**config.mk**
```make
export PLATFORM = sky130hd
export DESIGN_NAME = spi_bus_scheduler
export DESIGN_NICKNAME = d
export VERILOG_FILES = /design/src/rtl/spi_bus_scheduler.sv
export SDC_FILE = /design/constraint.sdc
export NUM_CORES = 1
export LEC_CHECK = 0
export BUFFER_PORTS_ARGS = -buffer_cell sky130_fd_sc_hd__buf_2
export CAP_MARGIN = 20
export CORE_MARGIN = 4
export CORE_UTILIZATION = 57
export DETAILED_ROUTE_END_ITERATION = 8
export GPL_ROUTABILITY_DRIVEN = 0
export HOLD_SLACK_MARGIN = 0.02
export PLACE_DENSITY = 0.81
export SYNTH_ARGS = -nofsm -noshare
export SYNTH_HDL_FRONTEND = slang
export SYNTH_SLANG_ARGS = --single-unit
```
**constraint.sdc**
```tcl
create_clock -name i_clk -period 2.8 [get_ports i_clk]
set_clock_uncertainty 0.1 [all_clocks]
set_input_delay 0.56 -clock i_clk [delete_from_list [all_inputs] [get_ports i_clk]]
set_output_delay 0.56 -clock i_clk [all_outputs]
set_load 0.01 [all_outputs]
```
**src/rtl/spi_bus_scheduler.sv**
```systemverilog
// Round-robin scheduler that shares one SPI clock divider among N_REQ requesters.
// Reconfiguration is skipped when the granted divisor matches the cached one.
module spi_bus_scheduler #(
    parameter int N_REQ   = 4,
    parameter int TIMEOUT = 4096
) (
    input  logic                 i_clk,
    input  logic                 i_rst,
    input  logic [N_REQ-1:0]     i_req,
    input  logic [8*N_REQ-1:0]   i_cdiv,
    output logic [N_REQ-1:0]     o_grant,
    output logic                 o_busy,
    output logic                 o_done,
    output logic                 o_error,
    output logic [8:0]           o_div_config,
    output logic                 o_div_start_n,
    input  logic                 i_div_ready
);

    localparam int          IW       = $clog2(N_REQ);
    localparam int unsigned NR       = N_REQ;
    localparam logic [12:0] CNT_LAST = 13'(TIMEOUT - 1);

    typedef enum logic [2:0] {
        S_IDLE,
        S_CHECK,
        S_CFG,
        S_CFG_WAIT,
        S_START,
        S_RUN_WAIT,
        S_FINISH
    } state_t;

    state_t            r_state;
    state_t            w_next;
    logic [IW-1:0]     r_owner;
    logic [IW-1:0]     r_last;
    logic [7:0]        r_div;
    logic [7:0]        r_cache_div;
    logic              r_cache_vld;
    logic              r_err;
    logic [N_REQ-1:0]  r_grant;
    logic [12:0]       r_cnt;
    logic              r_seen_low;

    logic              w_win_vld;
    logic [IW-1:0]     w_win_idx;
    logic [7:0]        w_win_div;
    logic              w_err_next;
    logic              w_cache_load;
    logic              w_cache_inval;
    logic              w_timeout;
    logic              w_waiting;
    logic              w_bad_div;
    logic              w_hit;
    int unsigned       w_k;

    // Search begins one past the previous owner so a persistent requester goes last.
    always_comb begin
        w_win_vld = 1'b0;
        w_win_idx = '0;
        w_win_div = '0;
        w_k       = 0;
        for (int unsigned i = 1; i <= NR; i++) begin
            w_k = (32'(r_last) + i) % NR;
            if (!w_win_vld && (((i_req >> w_k) & N_REQ'(1)) != '0)) begin
                w_win_vld = 1'b1;
                w_win_idx = IW'(w_k);
                w_win_div = 8'(i_cdiv >> (8 * w_k));
            end
        end
    end

    assign w_waiting = (r_state == S_CFG) || (r_state == S_CFG_WAIT) ||
                       (r_state == S_START) || (r_state == S_RUN_WAIT);
    assign w_timeout = w_waiting && (r_cnt == CNT_LAST);
    assign w_bad_div = (r_div == 8'd0) || r_div[0];
    assign w_hit     = r_cache_vld && (r_cache_div == r_div);

    always_ff @(posedge i_clk) begin
        if (i_rst) begin
            r_state <= S_IDLE;
        end else begin
            r_state <= w_next;
        end
    end

    // Divider progress wins over the timeout when both happen in the same cycle.
    always_comb begin
        w_next        = r_state;
        w_err_next    = r_err;
        w_cache_load  = 1'b0;
        w_cache_inval = 1'b0;
        case (r_state)
            S_IDLE: begin
                if (w_win_vld) begin
                    w_next     = S_CHECK;
                    w_err_next = 1'b0;
                end
            end
            S_CHECK: begin
                if (w_bad_div) begin
                    w_next     = S_FINISH;
                    w_err_next = 1'b1;
                end else if (w_hit) begin
                    w_next = S_START;
                end else begin
                    w_next = S_CFG;
                end
            end
            S_CFG: begin
                if (i_div_ready) begin
                    w_next = S_CFG_WAIT;
                end else if (w_timeout) begin
                    w_next        = S_FINISH;
                    w_err_next    = 1'b1;
                    w_cache_inval = 1'b1;
                end
            end
            S_CFG_WAIT: begin
                if (i_div_ready && r_seen_low) begin
                    w_next       = S_START;
                    w_cache_load = 1'b1;
                end else if (w_timeout) begin
                    w_next        = S_FINISH;
                    w_err_next    = 1'b1;
                    w_cache_inval = 1'b1;
                end
            end
            S_START: begin
                if (i_div_ready) begin
                    w_next = S_RUN_WAIT;
                end else if (w_timeout) begin
                    w_next        = S_FINISH;
                    w_err_next    = 1'b1;
                    w_cache_inval = 1'b1;
                end
            end
            S_RUN_WAIT: begin
                if (i_div_ready && r_seen_low) begin
                    w_next     = S_FINISH;
                    w_err_next = 1'b0;
                end else if (w_timeout) begin
                    w_next        = S_FINISH;
                    w_err_next    = 1'b1;
                    w_cache_inval = 1'b1;
                end
            end
            S_FINISH: w_next = S_IDLE;
            default:  w_next = S_IDLE;
        endcase
    end

    always_ff @(posedge i_clk) begin
        if (i_rst) begin
            r_owner     <= '0;
            r_last      <= IW'(N_REQ - 1);
            r_div       <= '0;
            r_cache_div <= '0;
            r_cache_vld <= 1'b0;
            r_err       <= 1'b0;
            r_grant     <= '0;
            r_cnt       <= '0;
            r_seen_low  <= 1'b0;
        end else begin
            r_err <= w_err_next;
            if (w_next != r_state) begin
                r_cnt      <= '0;
                r_seen_low <= 1'b0;
            end else if (w_waiting) begin
                r_cnt <= r_cnt + 13'd1;
                if (!i_div_ready) begin
                    r_seen_low <= 1'b1;
                end
            end
            if (r_state == S_IDLE && w_win_vld) begin
                r_owner <= w_win_idx;
                r_div   <= w_win_div;
                r_grant <= N_REQ'(1) << w_win_idx;
            end
            if (r_state == S_FINISH) begin
                r_grant <= '0;
                r_last  <= r_owner;
            end
            if (w_cache_load) begin
                r_cache_div <= r_div;
                r_cache_vld <= 1'b1;
            end else if (w_cache_inval) begin
                r_cache_vld <= 1'b0;
            end
        end
    end

    always_comb begin
        o_grant       = r_grant;
        o_busy        = (r_state != S_IDLE);
        o_done        = (r_state == S_FINISH);
        o_error       = (r_state == S_FINISH) && r_err;
        o_div_config  = '0;
        o_div_start_n = 1'b1;
        if (r_state != S_IDLE) begin
            o_div_config[8:1] = r_div;
        end
        if (r_state == S_CFG && i_div_ready) begin
            o_div_config[0] = 1'b1;
        end
        if (r_state == S_START && i_div_ready) begin
            o_div_start_n = 1'b0;
        end
    end

endmodule

```
==> out/metrics.cfg, run 1 <==
[outcome]
outcome = finished, final reports clean

[final_layout]
seq_area_um2 = 863
final_common_cell = buf_2
fillers = 477
drive_gt1_share_pct = 25.8
area_growth_pct = 12.4
layout_common_cells = buf_2, nor2_1, dfxtp_1
nNetsFinal = 446
n_antenna_cell = 0
multi_input_area_mm2 = 0.00225

[floorplan]
die_area_mm2 = 0.00703
core_area_mm2 = 0.00554
die_w_um = 83.8
initial_core_util_pct = 59.1
rows = 27
die_height_um = 83.8
ioPinCount = 56

[routing]
via_per_inst = 6.21
routedWlPerCell_um = 14.8
drtIter0Drc = 202
wirelength_um = 7090
ant_nets = 0
vias = 2973
firstDrtPassIters = 5
drc = 0

[worst_hold_path]
hold_start = o_grant[0]
hold_path.class = flip-flop to flip-flop
worstHoldPathCells = 2

[placed_design]
port_buffers = 55
hpwl_um = 5290

[timing]
period_minus_slack_ns = 2.36
rsz0062_at_grt = no
fmax_mhz = 423
finalHoldViolations = 0
finalCritPeriodShare_pct = 84.4
drv_slew = 0
worstMarginPinSlew_ns = 0.589
setup_tns_ns = 0
setup_violations = 0
slew_headroom_pct = 60.5
holdWs_ns = 0.353

[clock_network]
clkTransAtPathRegs_ns = 0.08
cts_made_buffers = 5
htreeDepth = 2
cts.hold.buffers_added = 0
cts_tree = yes
cts.sinks = 43
clock_path_buffers = 2
clk_latency_ns = 0.30
cts_resized = 0
post_cts_buffers = 0
cts-root-buf = clkbuf_8

[yosys]
synth_edf_count = 0
async_reset_ff_share_pct = 0
ys_seq_area_share_pct = 26.3
synth.distinct_cells = 61
syn_area_mm2 = 0.00328
syn_nets = 404
synth_ff_type = dfxtp_1
ys_ff_latch = 43
ys_warn_count = 0
synthCells = 364
syn_avg_cell_area_um2 = 9.00

[global_route]
grt_pass1_wl_um = 12200
grt_use_total_pct = 20.5
grt_pass1_vias = 2679
grt_max_degree = 33
grt_overflow = 0
grt_antenna_before_repair = 0

[worst_setup_path]
worst-setup-path-type = flip-flop to primary output
cp-startpoint = r_state[1]
critPathCaptureType = primary output
rr_startpoint = r_last[1]
r2r.worst_path.cells = 5
start_kind = flip-flop
cp_max_fo = 13
cp_data_required_time_ns = 2.14
cp.arrival_ns = 1.70

[power]
power_mw = 2.51
ir_drop_mv = 0.441
p_leak_nw = 1.52
powerDensity_mw_per_mm2 = 683

[run]
max-cap-violations = 0

==> registers in the layout, summed over array words and instances (netlist names), 2 cells and up <==
register	count
r_div	8
o_grant	4
r_last	2
r_cache_div	8
r_state	3
r_cnt	13
r_owner	2
==> logic make-up after synthesis <==
kind of cell / synth area share [%]
AND/OR/NAND/NOR: 24.6
multiplexers: 19.0
AO/OA/AOI/OAI: 18.6
XOR/XNOR: 6.07
flip-flops: 26.3
adder cells (fa/ha/maj): 0.382
buffers and inverters: 5.12
==> path summary, 6_finish.rpt <==
kind              slack, ns               to
setup reg to reg       0.49         r_div[4]
hold / removal         0.35       o_grant[0]
setup / recovery       0.44  o_div_config[1]
hold reg to reg        0.35       o_grant[0]
==> critical path, stage by stage (launching register included) <==
cell	delay [ns]
dfxtp_1	0.45
or3_1	0.59
and2_1	0.24
buf_2	0.13
==> layout make-up <==
class | instances | area share [%]
Tap cell | 72 | 2.45
Sequential cell | 43 | 23.4
Clock inverter | 2 | 1.63
Multi-Input combinational cell | 291 | 61.1
Inverter | 4 | 0.408
Clock buffer | 6 | 1.97
Timing Repair Buffer | 61 | 9.04
==> stage by stage <==
step	setup WS [ns]	instances	util, %	cell area, µm²
after global routing	0.322	479	66.5	3680
final	0.438	479	66.5	3680
after global placement	0.547	471	64.1	3550
after detailed placement	0.484	471	64.1	3550
after CTS	0.426	479	66.5	3680
after floorplan	0.674	364	-	3280
==> cells in the mapped netlist (all sizes together) (3+ instances only) <==
cell type / instances / area share [%]
o32ai: 8 / 2.1
mux2i: 24 / 7.3
buf: 18 / 3.7
a311oi: 8 / 2.1
nand2b: 3 / 0.57
a21oi: 31 / 4.7
and2: 9 / 1.7
a32oi: 3 / 0.80
o21ai: 15 / 2.4
nand2: 21 / 2.4
a22oi: 8 / 1.8
and4bb: 3 / 1.1
xor2: 17 / 4.8
nor4: 4 / 1.4
clkbuf: 8 / 0.92
nor3b: 3 / 0.84
nor2: 50 / 5.9
nand3: 6 / 0.92
nor4b: 3 / 1.6
dfxtp: 43 / 26
nor2b: 7 / 1.3
mux4: 17 / 12
nand4: 9 / 1.9
nor3: 6 / 0.92
and3b: 3 / 0.80
inv: 4 / 0.46
xnor2: 4 / 1.3
==> per-layer routing <==
layer  GRT usage (%)  routed length, µm  vias to the layer above
met5               0                  0                        -
met1            26.4               3130                     1413
met3            3.16                347                       10
li1                -                  -                     1463
met4            7.16                124                        0
met2            34.6               3490                       87
==> report_power, final <==
part	leakage (nW)	internal, mW	switching (mW)
combinational	1.10	0.457	0.596
sequential	0.349	0.723	0.173
clock	0.0654	0.356	0.207
total	1.52	1.54	0.976
No activity file was read; power rests on OpenSTA's default activity.
==> inputs of run 2 (changes only) <==
- ABC_AREA: default -> 1
- clock period: 2.8 -> 2.4 ns (I/O delays scaled with it)
==> out/metrics.cfg, run 2 <==
[outcome]
outcome = finished, final reports clean

[timing]
setup_violations = 0
worstMarginPinSlew_ns = 0.462
setup_tns_ns = 0
rsz0062_at_grt = no
postLayoutSetupSlackWorst_ns = 0.110
fmax_mhz = 437
finalCritPeriodShare_pct = 95.4
slew_headroom_pct = 69.2
finalHoldViolations = 0
drv_slew = 0
period_minus_slack_ns = 2.29

[clock_network]
clkTransAtPathRegs_ns = 0.08
htreeDepth = 2
cts-root-buf = clkbuf_8
clock_path_buffers = 2
clk_latency_ns = 0.30
cts.hold.buffers_added = 0
post_cts_buffers = 0
cts_made_buffers = 5
cts_resized = 0
cts.sinks = 43
cts_tree = yes

[power]
ir_drop_mv = 0.484
p_leak_nw = 1.76
powerDensity_mw_per_mm2 = 869

[yosys]
synth_most_common_cell = nand2_1
yosysTopAreaCell = dfxtp_1
synth_ff_type = dfxtp_1
ys_ff_latch = 43
ys_warn_count = 0
syn_avg_cell_area_um2 = 6.34
synth_area_leaders = dfxtp_1, nand2_1, o21ai_0, mux2i_1, nor2_1
synth_common_cells = nand2_1, o21ai_0, nor2_1
synth_edf_count = 0
netlist.area_leader.share_pct = 26.8
async_reset_ff_share_pct = 0
synthCells = 506
ys_seq_area_share_pct = 26.8
syn_nets = 546
synth.distinct_cells = 34
syn_area_mm2 = 0.00321

[final_layout]
area_growth_pct = 14.5
reg_top3 = r_cnt x13, r_cache_div x8, r_div x8
layout_common_cells = nand2_1, o21ai_0, nor2_1
drive_gt1_share_pct = 17.9
max_flop_register = r_cnt
seq_area_um2 = 862
n_antenna_cell = 0
final_common_cell = nand2_1
fillers = 500
multi_input_area_mm2 = 0.00204
fin_util_pct = 67.1
largest_reg_flops = 13
nNetsFinal = 599
finalNonFillerCells = 632

[routing]
drc = 0
wirelength_um = 7430
firstDrtPassIters = 4
ant_nets = 0
via_per_inst = 5.20
drtIter0Drc = 116
vias = 3285
routedWlPerCell_um = 11.7

[global_route]
grt_pass1_vias = 3116
grt_antenna_before_repair = 0
grt_use_total_pct = 21.5
grt_pass1_wl_um = 12900
grt_max_degree = 49
grt_overflow = 0

[floorplan]
initial_core_util_pct = 58.6
core_area_mm2 = 0.00547
die_w_um = 83.0
die_height_um = 83.0
rows = 27
die_area_mm2 = 0.00689
ioPinCount = 56

[worst_setup_path]
critPathCaptureType = primary output
cp_max_fo = 9
start_kind = flip-flop
cp_data_required_time_ns = 1.82
worst-setup-path-type = flip-flop to primary output
cp.arrival_ns = 1.71

[placed_design]
placed_cells = 624
port_buffers = 55
post-place-ws_ns = 0.101
hpwl_um = 5790

[run]
max-cap-violations = 0

[worst_hold_path]
hold_path.class = flip-flop to flip-flop

-- run 2: cell types whose count changed in the layout (fill, tap and decap cells not counted), sizes merged, moves of 8 or more --
| cell | previous run | this run |
|---|---|---|
| nand2 | 21 | 128 |
| inv | 4 | 55 |
| o21ai | 15 | 66 |
| nor2 | 50 | 69 |
| mux4 | 17 | 0 |
| nand3 | 6 | 23 |
| nor3 | 6 | 18 |
| and2 | 9 | 0 |
| xor2 | 17 | 8 |
| a211oi | 0 | 8 |
| a21oi | 31 | 23 |
| a311oi | 8 | 0 |
| o32ai | 8 | 0 |
-- run 2: worst max-delay path, stage by stage (launching register included) --
cell and delay [ns]:
dfxtp_1 0.47, inv_1 0.18, nand2_1 0.22, clkinvlp_4 0.25, nor2_1 0.14, buf_2 0.15
-- run 2: logic make-up (layout without fill, tap and decap cells) --
group	Yosys count	after routing	synth area share, %
AOI/OAI and AO/OA	102	102	17.0
and+or+nand+nor	243	243	33.2
adders and majority gates	1	1	0.390
xor gates and xnor gates	16	16	4.84
buffers and inverters	76	130	9.91
muxes	25	25	7.80
DFF	43	43	26.8
-- run 2: final timing paths --
| check | from | to | slack [ns] | cells past startpoint |
|---|---|---|---|---|
| worst max register to register | r_state[2] | r_cnt[3] | 0.17 | 9 |
| worst min register to register | o_grant[0] | o_grant[0] | 0.37 | 2 |
| worst max-delay path | r_state[0] | o_div_config[8] | 0.11 | 5 |
| worst min-delay path | o_grant[0] | o_grant[0] | 0.37 | 2 |
-- run 2: report_power, final --
group          total, mW  internal, mW  switching [mW]
clock network      0.563         0.310           0.253
logic               1.65         0.550            1.10
registers          0.982         0.850           0.132
total               3.19          1.71            1.48
-- run 2: metal layers --
layer	GRT usage, %	up-vias	wire length, µm
met5	0	-	0
li1	-	1745	-
met1	26.7	1461	3500
met2	37.5	71	3560
met3	3.17	8	282
met4	8.17	0	85
-- run 2: per-stage QoR --
stage | area, µm² | total power [mW] | hold slack, ns
2_1_floorplan | 3210 | 2.21 | 0.344
3_3_place_gp | 3550 | 2.56 | 0.351
3_5_place_dp | 3550 | 2.60 | 0.356
4_1_cts | 3660 | 3.17 | 0.368
5_1_grt | 3670 | 3.46 | 0.395
6_report | 3670 | 3.19 | 0.366
-- run 2: final cells by class --
| class | count | share of cell area [%] |
|---|---|---|
| Multi-Input combinational cell | 387 | 55.5 |
| Sequential cell | 43 | 23.5 |
| Timing Repair Buffer | 65 | 9.54 |
| Clock buffer | 5 | 1.87 |
| Inverter | 57 | 5.93 |
| Tap cell | 72 | 2.45 |
| Clock inverter | 3 | 1.19 |
